$ cat src/rtl/alu_pkg.sv
// Shared ALU definitions: opcode encoding, instruction field positions, issue bundle.
// Latency: none (types, constants and pure functions only).
// Backpressure: not applicable.
package alu_pkg;

  typedef enum logic [3:0] {
    ALU_ADD  = 4'd0,
    ALU_SUB  = 4'd1,
    ALU_MUL  = 4'd2,
    ALU_AND  = 4'd3,
    ALU_OR   = 4'd4,
    ALU_NOT  = 4'd5,
    ALU_NOR  = 4'd6,
    ALU_NAND = 4'd7,
    ALU_XOR  = 4'd8,
    ALU_XNOR = 4'd9,
    ALU_INC  = 4'd10,
    ALU_DEC  = 4'd11,
    ALU_SHL  = 4'd12,
    ALU_SHR  = 4'd13
  } alu_op_e;

  // Instruction field bit positions
  localparam int OP_HI      = 31;
  localparam int OP_LO      = 28;
  localparam int IMM_SEL_B  = 27;
  localparam int RD_HI      = 26;
  localparam int RD_LO      = 22;
  localparam int RS1_HI     = 21;
  localparam int RS1_LO     = 17;
  localparam int RS2_HI     = 16;
  localparam int RS2_LO     = 12;
  localparam int IMM_HI     = 11;
  localparam int IMM_LO     = 0;

  // Decoded control bundle handed to the execute stage
  typedef struct packed {
    alu_op_e     op;
    logic        src_sel;
    logic [31:0] imm;
    logic [31:0] shamt;
    logic [4:0]  rd;
    logic [4:0]  rs1;
    logic [4:0]  rs2;
    logic        wb_hi_en;
  } alu_issue_t;

  // Encodings 14 and 15 have no ALU operation behind them
  function automatic logic is_illegal_op(input logic [3:0] op);
    return (op >= 4'd14);
  endfunction

endpackage

$ cat src/rtl/alu_issue_skid.sv
// Generic 2-entry valid/ready elastic buffer (output register + skid register).
// Latency: 1 cycle in_dat -> out_dat; full throughput when out_rdy is high.
// Backpressure: in_rdy is registered (~skid full); skid absorbs one beat while output stalls.
module alu_issue_skid #(
  parameter int W = 8
) (
  input  logic         clk,
  input  logic         rst,
  input  logic         in_vld,
  output logic         in_rdy,
  input  logic [W-1:0] in_dat,
  output logic         out_vld,
  input  logic         out_rdy,
  output logic [W-1:0] out_dat
);

  logic         sk_vld;
  logic [W-1:0] sk_dat;
  logic         in_fire;
  logic         out_open;
  logic         sk_vld_nxt;

  assign in_fire  = in_vld & in_rdy;
  // Output register can take a new beat when empty or being drained this cycle
  assign out_open = ~out_vld | out_rdy;

  // Skid occupancy next cycle; in_fire cannot coincide with a full skid since in_rdy = ~sk_vld
  always_comb begin
    sk_vld_nxt = sk_vld;
    if (out_open) begin
      sk_vld_nxt = 1'b0;
    end else if (in_fire) begin
      sk_vld_nxt = 1'b1;
    end
  end

  // Output/skid registers: skid drains first to keep program order
  always_ff @(posedge clk) begin
    if (rst) begin
      out_vld <= 1'b0;
      out_dat <= '0;
      sk_vld  <= 1'b0;
      sk_dat  <= '0;
      in_rdy  <= 1'b1;
    end else begin
      sk_vld <= sk_vld_nxt;
      in_rdy <= ~sk_vld_nxt;
      if (out_open) begin
        if (sk_vld) begin
          out_vld <= 1'b1;
          out_dat <= sk_dat;
        end else if (in_fire) begin
          out_vld <= 1'b1;
          out_dat <= in_dat;
        end else begin
          out_vld <= 1'b0;
        end
      end else if (in_fire) begin
        sk_dat <= in_dat;
      end
    end
  end

endmodule

$ cat src/rtl/alu_issue_decoder.sv
// ALU issue front end: decodes 32-bit instructions into the ALU control bundle. Optional macro: DECODE_TRAP_EN.
// Latency: 1 cycle accept -> issue_valid; 1 bundle/cycle when issue_ready is high.
// Backpressure: 2-entry skid; instr_ready registered (no path from issue_ready); illegal ops never issue.
module alu_issue_decoder
  import alu_pkg::*;
#(
  parameter int COUNT_W = 16,
  parameter int SHAMT_W = 5
) (
  input  logic               clk,
  input  logic               rst,
  input  logic               instr_valid,
  output logic               instr_ready,
  input  logic [31:0]        instr,
  input  logic               trap_clear,
  output logic               issue_valid,
  input  logic               issue_ready,
  output logic [3:0]         alu_opcode,
  output logic               alu_src_sel,
  output logic [31:0]        alu_immediate_out,
  output logic [31:0]        shift_amt,
  output logic [4:0]         rd_addr,
  output logic [4:0]         rs1_addr,
  output logic [4:0]         rs2_addr,
  output logic               wb_hi_en,
  output logic               illegal_op,
  output logic [COUNT_W-1:0] issue_count
);

  localparam int          W          = $bits(alu_issue_t);
  localparam logic [31:0] SHAMT_MASK = (32'd1 << SHAMT_W) - 32'd1;

  logic [3:0]  op_raw;
  logic [11:0] imm12;
  logic        op_illegal;
  logic        skid_in_rdy;
  logic        push_vld;
  logic        accept_illegal;
  logic        illegal_q;
  alu_issue_t  dec;
  alu_issue_t  issue_q;
  logic        unused_trap_clear;

  assign op_raw     = instr[OP_HI:OP_LO];
  assign imm12      = instr[IMM_HI:IMM_LO];
  assign op_illegal = is_illegal_op(op_raw);

  // Combinational decode of the offered instruction into the control bundle
  always_comb begin
    dec          = '0;
    dec.op       = alu_op_e'(op_raw);
    dec.rd       = instr[RD_HI:RD_LO];
    dec.rs1      = instr[RS1_HI:RS1_LO];
    dec.rs2      = instr[RS2_HI:RS2_LO];
    case (alu_op_e'(op_raw))
      ALU_ADD, ALU_SUB, ALU_MUL: begin
        dec.src_sel  = instr[IMM_SEL_B];
        dec.imm      = {{20{imm12[11]}}, imm12};
        dec.wb_hi_en = (alu_op_e'(op_raw) == ALU_MUL);
      end
      ALU_AND, ALU_OR, ALU_NOR, ALU_NAND, ALU_XOR, ALU_XNOR: begin
        dec.src_sel = instr[IMM_SEL_B];
        dec.imm     = {20'd0, imm12};
      end
      ALU_SHL, ALU_SHR: begin
        dec.shamt = {20'd0, imm12} & SHAMT_MASK;
      end
      default: begin
        // NOT/INC/DEC use register operands only; illegal encodings never reach the buffer
        dec.src_sel = 1'b0;
      end
    endcase
  end

  assign push_vld       = instr_valid & instr_ready & ~op_illegal;
  assign accept_illegal = instr_valid & instr_ready & op_illegal;

  alu_issue_skid #(
    .W (W)
  ) u_skid (
    .clk     (clk),
    .rst     (rst),
    .in_vld  (push_vld),
    .in_rdy  (skid_in_rdy),
    .in_dat  (dec),
    .out_vld (issue_valid),
    .out_rdy (issue_ready),
    .out_dat (issue_q)
  );

`ifdef DECODE_TRAP_EN
  // Sticky trap: set on an accepted illegal op, cleared only by trap_clear
  always_ff @(posedge clk) begin
    if (rst) begin
      illegal_q <= 1'b0;
    end else if (accept_illegal) begin
      illegal_q <= 1'b1;
    end else if (trap_clear) begin
      illegal_q <= 1'b0;
    end
  end

  // Both terms are registers, so issue_ready still has no path to instr_ready
  assign instr_ready       = skid_in_rdy & ~illegal_q;
  assign unused_trap_clear = 1'b0;
`else
  // One-cycle pulse per dropped illegal op
  always_ff @(posedge clk) begin
    if (rst) begin
      illegal_q <= 1'b0;
    end else begin
      illegal_q <= accept_illegal;
    end
  end

  assign instr_ready       = skid_in_rdy;
  assign unused_trap_clear = trap_clear;
`endif

  // Count completed issue handshakes; wraps naturally
  always_ff @(posedge clk) begin
    if (rst) begin
      issue_count <= '0;
    end else if (issue_valid && issue_ready) begin
      issue_count <= issue_count + COUNT_W'(1);
    end
  end

  assign illegal_op        = illegal_q;
  assign alu_opcode        = issue_q.op;
  assign alu_src_sel       = issue_q.src_sel;
  assign alu_immediate_out = issue_q.imm;
  assign shift_amt         = issue_q.shamt;
  assign rd_addr           = issue_q.rd;
  assign rs1_addr          = issue_q.rs1;
  assign rs2_addr          = issue_q.rs2;
  assign wb_hi_en          = issue_q.wb_hi_en;

endmodule
$ cat config.mk
export PLATFORM = sky130hd
export DESIGN_NAME = alu_issue_decoder
export DESIGN_NICKNAME = d
export VERILOG_FILES = /design/src/rtl/alu_pkg.sv /design/src/rtl/alu_issue_skid.sv /design/src/rtl/alu_issue_decoder.sv
export SDC_FILE = /design/constraint.sdc
export NUM_CORES = 1
export LEC_CHECK = 0
export ABC_AREA = 1
export BUFFER_PORTS_ARGS = -buffer_cell sky130_fd_sc_hd__buf_2
export CORE_MARGIN = 4
export CORE_UTILIZATION = 46
export DETAILED_ROUTE_END_ITERATION = 8
export GPL_TIMING_DRIVEN = 0
export PLACE_DENSITY = 0.76
export SYNTH_ARGS = -nofsm -noshare
export SYNTH_HDL_FRONTEND = slang
export SYNTH_SLANG_ARGS = --single-unit
export TNS_END_PERCENT = 100
$ cat constraint.sdc
create_clock -name clk -period 1.4 [get_ports clk]
set_clock_uncertainty 0.2 [all_clocks]
set_input_delay 0.21 -clock clk [delete_from_list [all_inputs] [get_ports clk]]
set_output_delay 0.21 -clock clk [all_outputs]
set_load 0.05 [all_outputs]
; ---- Word level (Yosys, flattened, before mapping)
; Cells that the tools add are included.
[totals]
out_inout_bits = 104
register_bits = 190
elab_cells = 47
input_bits = 37
[classes]
n_eq_ne = 10
n_reduce_logical = 9
muxes = 10
addsub = 1
n_bitwise = 9
magnitude_cmp = 1
[op_table]
columns = op, count
row1 = two-way mux 85 bit, 2
row2 = one-hot mux 32 bit (2 select lines), 1
row3 = "adder 16 x 1 -> 16 bit, second input constant", 1
row4 = "== test 4 bit, second input constant", 4
row5 = "== test 4 x 3 -> 1 bit, second input constant", 3
row6 = OR reduction 9 bit, 1
row7 = "== test 4 x 2 -> 1 bit, second input constant", 2
row8 = two-way mux 1 bit, 6
row9 = OR reduction 6 bit, 1
row10 = two-way mux 5 bit, 1
row11 = bitwise AND 1 bit, 4
row12 = "== test 4 x 1 -> 1 bit, second input constant", 1
row13 = ">= comparator 4 bit, second input constant", 1
row14 = logical NOT 4 bit, 1
row15 = inverter 1 bit, 4
row16 = AND reduction 2 bit, 2
row17 = OR reduction 3 bit, 1
row18 = nonzero test 2 bit, 1
row19 = OR reduction 2 bit, 1
row20 = logical AND 1 bit, 1
row21 = bitwise OR 1 bit, 1

; ---- Logic depth before layout (Yosys ltp)
[depth]
word_depth = 7
ltp_mapped = 11
ltp_nobuf = 10

; ---- Cells and area by module
; A second synthesis with hierarchy kept.
[unflattened]
hier_cells = 1429
area_unflattened_um2 = 8848.5
[modules_own_cells]
columns = mod, area_per_inst_um2, instances, seq_area_each_um2, cells_each
row1 = alu_issue_skid, 7831.3, 1, 3463.3, 1278
row2 = alu_issue_decoder, 1017.2, 1, 340.3, 151

; ---- Worst setup path after synthesis
; Ideal clock, no wire load.
[synth_path]
path_kind = register -> register
startpoint = register issue_count[1]
endpoint = register issue_count[14]
slack_ns = -0.587
arrival_time_ns = 1.652
setup_ns = 0.135
period_less_slack_ns = 1.987
n_path_buf = 0
path_stages_with_launch = 11
t_required_ns = 1.065
path_cell_list = dfxtp_1 ha_1 nand2_1 nor2_1 nand2_1 nor2_2 nand2_1 nor2_1 nand2_1 nand2_1 nor2_1
[synth_via]
elab_chain_len = 1
[synth_rtl]
columns = element, line_no
row1 = from (decl), alu_issue_decoder.sv:27  ; output logic [COUNT_W-1:0] issue_count
row2 = from (signal assigned), alu_issue_decoder.sv:125  ; issue_count <= issue_count + COUNT_W'(1);
row3 = adder 16 x 1 -> 16 bit, alu_issue_decoder.sv:125
; No other way between the ends.
; A chain may end at the register's enable or synchronous reset.

; ---- Worst setup path after layout
[layout_path]
startpoint = register u_skid.out_vld
endpoint = register u_skid.sk_dat[5]
[layout_via]
elab_chain_len = 4
[layout_rtl]
columns = element, line_no
row1 = from (decl), alu_issue_skid.sv:12  ; output logic out_vld,
row2 = from (signal assigned), alu_issue_skid.sv:40  ; out_vld <= 1'b0;
row3 = from (signal assigned), alu_issue_skid.sv:50  ; out_vld <= 1'b1;
row4 = from (signal assigned), alu_issue_skid.sv:53  ; out_vld <= 1'b1;
row5 = inverter 1 bit, alu_issue_skid.sv:25  ; assign out_open = ~out_vld | out_rdy;
row6 = bitwise OR 1 bit, alu_issue_skid.sv:25
row7 = inverter 1 bit (no source line), n/a
row8 = AND reduction 2 bit (no source line), n/a
row9 = to (signal assigned), alu_issue_skid.sv:59  ; sk_dat <= in_dat;
row10 = to (decl), alu_issue_skid.sv:18  ; logic [W-1:0] sk_dat;
; No other way between the ends.

==> impl_results.rst <==
.. list-table::
   :header-rows: 1

   * - Metric
     - Value
   * - Detailed-router iteration count before antenna repair
     - 6
   * - Outcome
     - finished, violations left
   * - Number of sinks on the clock net
     - 98
   * - Path depth of the worst reg2reg path
     - 9
   * - Type of origin of the critical path
     - register
   * - Quantity of hold-fixing buffers added after cts
     - 32
   * - HPWL reported at the end of detailed placement
     - 9100 microns
   * - Total Routing Usage GR
     - 0.270
   * - I/O pin count
     - around 140
   * - Commonest cells after routing, fill and taps aside
     - nand2_1 (86), dfxtp_1 (68), buf_4 (66)
   * - Die ar.
     - around 12000 sq um
   * - Post-Route Hold Slack
     - -106 ps
   * - Most frequent standard cell in the layout excluding fill and tap cells
     - nand2_1
   * - Number of buffers inserted during clock tree synthesis
     - 9
   * - Diode insertion count for antenna repair
     - 0
   * - Layout cells sized above 1
     - 0.519
   * - Die height
     - 108 microns
   * - Via count normalized by instance count
     - about 5.6
   * - Number of instances in the synthesized netlist
     - about 640
   * - Final core utilization
     - 0.823
   * - Detail-routed net length per standard cell
     - around 19 microns
   * - Power density of the placed cells
     - 914 nW/um^2
   * - Standard cell core area
     - roughly 9800 sq um
   * - Number of failing hold endpoints at the final stage
     - 1
   * - Sequential-to-total area share from yosys stat
     - 0.426
   * - Number of H-tree levels
     - 3
   * - First-pass GRT wire length
     - around 25000 microns
   * - DRC violation count after routing
     - 0
   * - Worst Hold Class
     - input port to register
   * - Violation count after the first detailed-route iteration
     - approximately 530
   * - Ys async rst share
     - 0
   * - Clock latency reported for the late side of the worst-skew pair
     - 390 ps
   * - Type of element capturing the critical path
     - register
   * - Leakage power
     - approximately 3.6 nW
   * - Antenna violations before repair
     - 0
   * - Clock transition at path regs
     - 110 ps
   * - Highest fanout seen on the critical path
     - 7
   * - Start point of the critical path
     - u_skid.out_vld$_SDFFE_PP0P_
   * - RSZ-0062 raised after global routing
     - true
   * - Destination of the worst register-to-register timing path
     - u_skid.sk_dat[5]$_SDFFE_PP0P_
   * - Number of nets still failing antenna checks after routing
     - 0
   * - Max Slew Vio Count
     - 0
   * - Post-synthesis average cell area
     - around 7.2 sq um
   * - CTS tree
     - built
   * - Yosys warnings
     - 0
   * - Count of flip-flops with a built-in enable after synthesis
     - 0
   * - Reg-to-reg critical path startpoint
     - u_skid.out_vld$_SDFFE_PP0P_
   * - Cell variety after synth
     - 30
   * - Initial cell density of the core
     - 0.472
   * - Clock Tree Root
     - clkbuf_8
   * - Maximum Capacitance Violations
     - 0
   * - Overflow left after global routing
     - 0
   * - Register bit total from synthesis
     - 98
   * - Total placed cells including tap cells
     - 912
   * - Final WL
     - around 19000 microns
   * - Reg-to-reg slack, setup
     - -260 ps
   * - Total of buffers placed on input and output ports
     - approximately 110
   * - Post-synth top flop
     - dfxtp_1
   * - Die W
     - approximately 110 microns
   * - Data required time of the critical path
     - around 1500 ps
   * - Final cell count without fillers
     - just over 1000
   * - Endpoint of the most critical setup path
     - u_skid.sk_dat[5]$_SDFFE_PP0P_
   * - Actual slew at the worst max-slew pin
     - 718 ps
   * - Syn Std Cell Area
     - 4610 sq um
   * - Largest net degree at the start of global routing
     - 16
   * - Violated checks
     - hold timing, setup timing
   * - Final worst-path setup slack
     - -263 ps
   * - Place WS
     - -392 ps
   * - Slew HR
     - 0.522
   * - Global placement routability congestion
     - between 0.8 and 0.9
   * - Vias in the first global route
     - approximately 5200
   * - # nets final
     - just over 900
   * - Setup violators final
     - between 100 and 150
   * - Vias
     - between 5000 and 6000
   * - Maximum clock frequency
     - about 600 MHz
   * - Arrival time worst endpoint
     - roughly 1700 ps
   * - Clock Path Buffers
     - 2
   * - Peak ir drop on the vdd network
     - around 0.57 mV
   * - Final worst path period need
     - approximately 1700 ps
   * - Final critical-path share of the clock period
     - 1.19
   * - FP Rows
     - 36
   * - Critical hold path startpoint
     - instr_valid
   * - Critical path type
     - register to register
   * - Area growth, synth to finish
     - 74.5%
[area by class of cell]
class / count / area, sq um
multi-input combinational: 439 / 2710
sequential: 98 / 2030
timing repair buffer: 191 / 2000
fill: 497 / 1730
buffer: 80 / 759
inverter: 49 / 204
tap: 133 / 166
clock buffer: 14 / 163
clock inverter: 2 / 12.5
[flip-flops by register name, indices dropped and copies added (netlist names)]
signal          cells
illegal_op          1
u_skid.out_vld      1
issue_count        16
u_skid.sk_vld       1
u_skid.out_dat     39
u_skid.in_rdy       1
u_skid.sk_dat      39
[through the flow]
step	power, mW	setup TNS, ps	cell area (sq um)
2_1_floorplan	4.32	-2550	5020
3_3_place_gp	4.65	-17640	5740
3_5_place_dp	4.67	-19630	5740
4_1_cts	6.92	-9200	7400
5_1_grt	7.54	-24390	8040
6_report	7.35	-18990	8040
[per-layer routing]
layer | part of all wire | track usage
met1 | 0.36 | 0.314
met2 | 0.49 | 0.452
met3 | 0.094 | 0.0639
met4 | 0.054 | 0.163
met5 | 0 | 0
[where the power goes]
group          switching, mW  internal (mW)  leakage [nW]  total (mW)
logic                   1.51           1.03          2.65        2.54
clock network           1.03          0.746        0.0867        1.77
registers              0.124           2.91         0.815        3.03
[cell families after synthesis]
family	after synthesis	share of synthesized area
compound gates	161	0.182
other cells	1	0.000813
fa+ha+maj	1	0.00271
simple gates	250	0.229
buf+inv	131	0.160
flops	98	0.426
[repair_timing]
| action | 4_1_cts | 5_1_grt |
|---|---|---|
| resized for setup | 257 | 159 |
| gates cloned | 9 | 3 |
| buffers inserted | 24 | 13 |
| endpoints found under the setup margin | 136 | 144 |
| pin swaps | 41 | 33 |
| hold endpoints to repair | 33 | 1 |
[Yosys cell counts (7+ instances only)]
cell type | number | area (sq um)
clkbuf_1 | 16 | 60.1
inv_1 | 44 | 165
buf_6 | 7 | 78.8
nand2_1 | 116 | 435
dfxtp_1 | 98 | 1960
buf_4 | 48 | 360
buf_2 | 10 | 50.1
o21ai_0 | 90 | 450
a21oi_1 | 59 | 295
nand3_1 | 19 | 95.1
nor2_2 | 12 | 75.1
nor2_1 | 82 | 308
nor3_1 | 9 | 45.0
[critical path, cell delays in order, from the launching register on]
cell	delay, ps
dfxtp_4	390
inv_2	40
nor2_2	90
inv_2	90
nor2_4	180
inv_6	90
buf_4	150
clkbuf_8	150
o21ai_2	140
a21oi_2	40
[worst min path at each step]
stage / depth (start not counted) / slack [ps] / to
final: 3 / -110 / illegal_op$_SDFF_PP0_
after global routing: 3 / -110 / illegal_op$_SDFF_PP0_
after CTS: 3 / -110 / illegal_op$_SDFF_PP0_
after detailed placement: 2 / 250 / u_skid.sk_dat[3]$_SDFFE_PP0P_
after global placement: 2 / 250 / u_skid.sk_dat[0]$_SDFFE_PP0P_
after floorplan: 2 / 140 / u_skid.sk_dat[49]$_SDFFE_PP0P_
No activity file was read; power rests on OpenSTA's default activity.
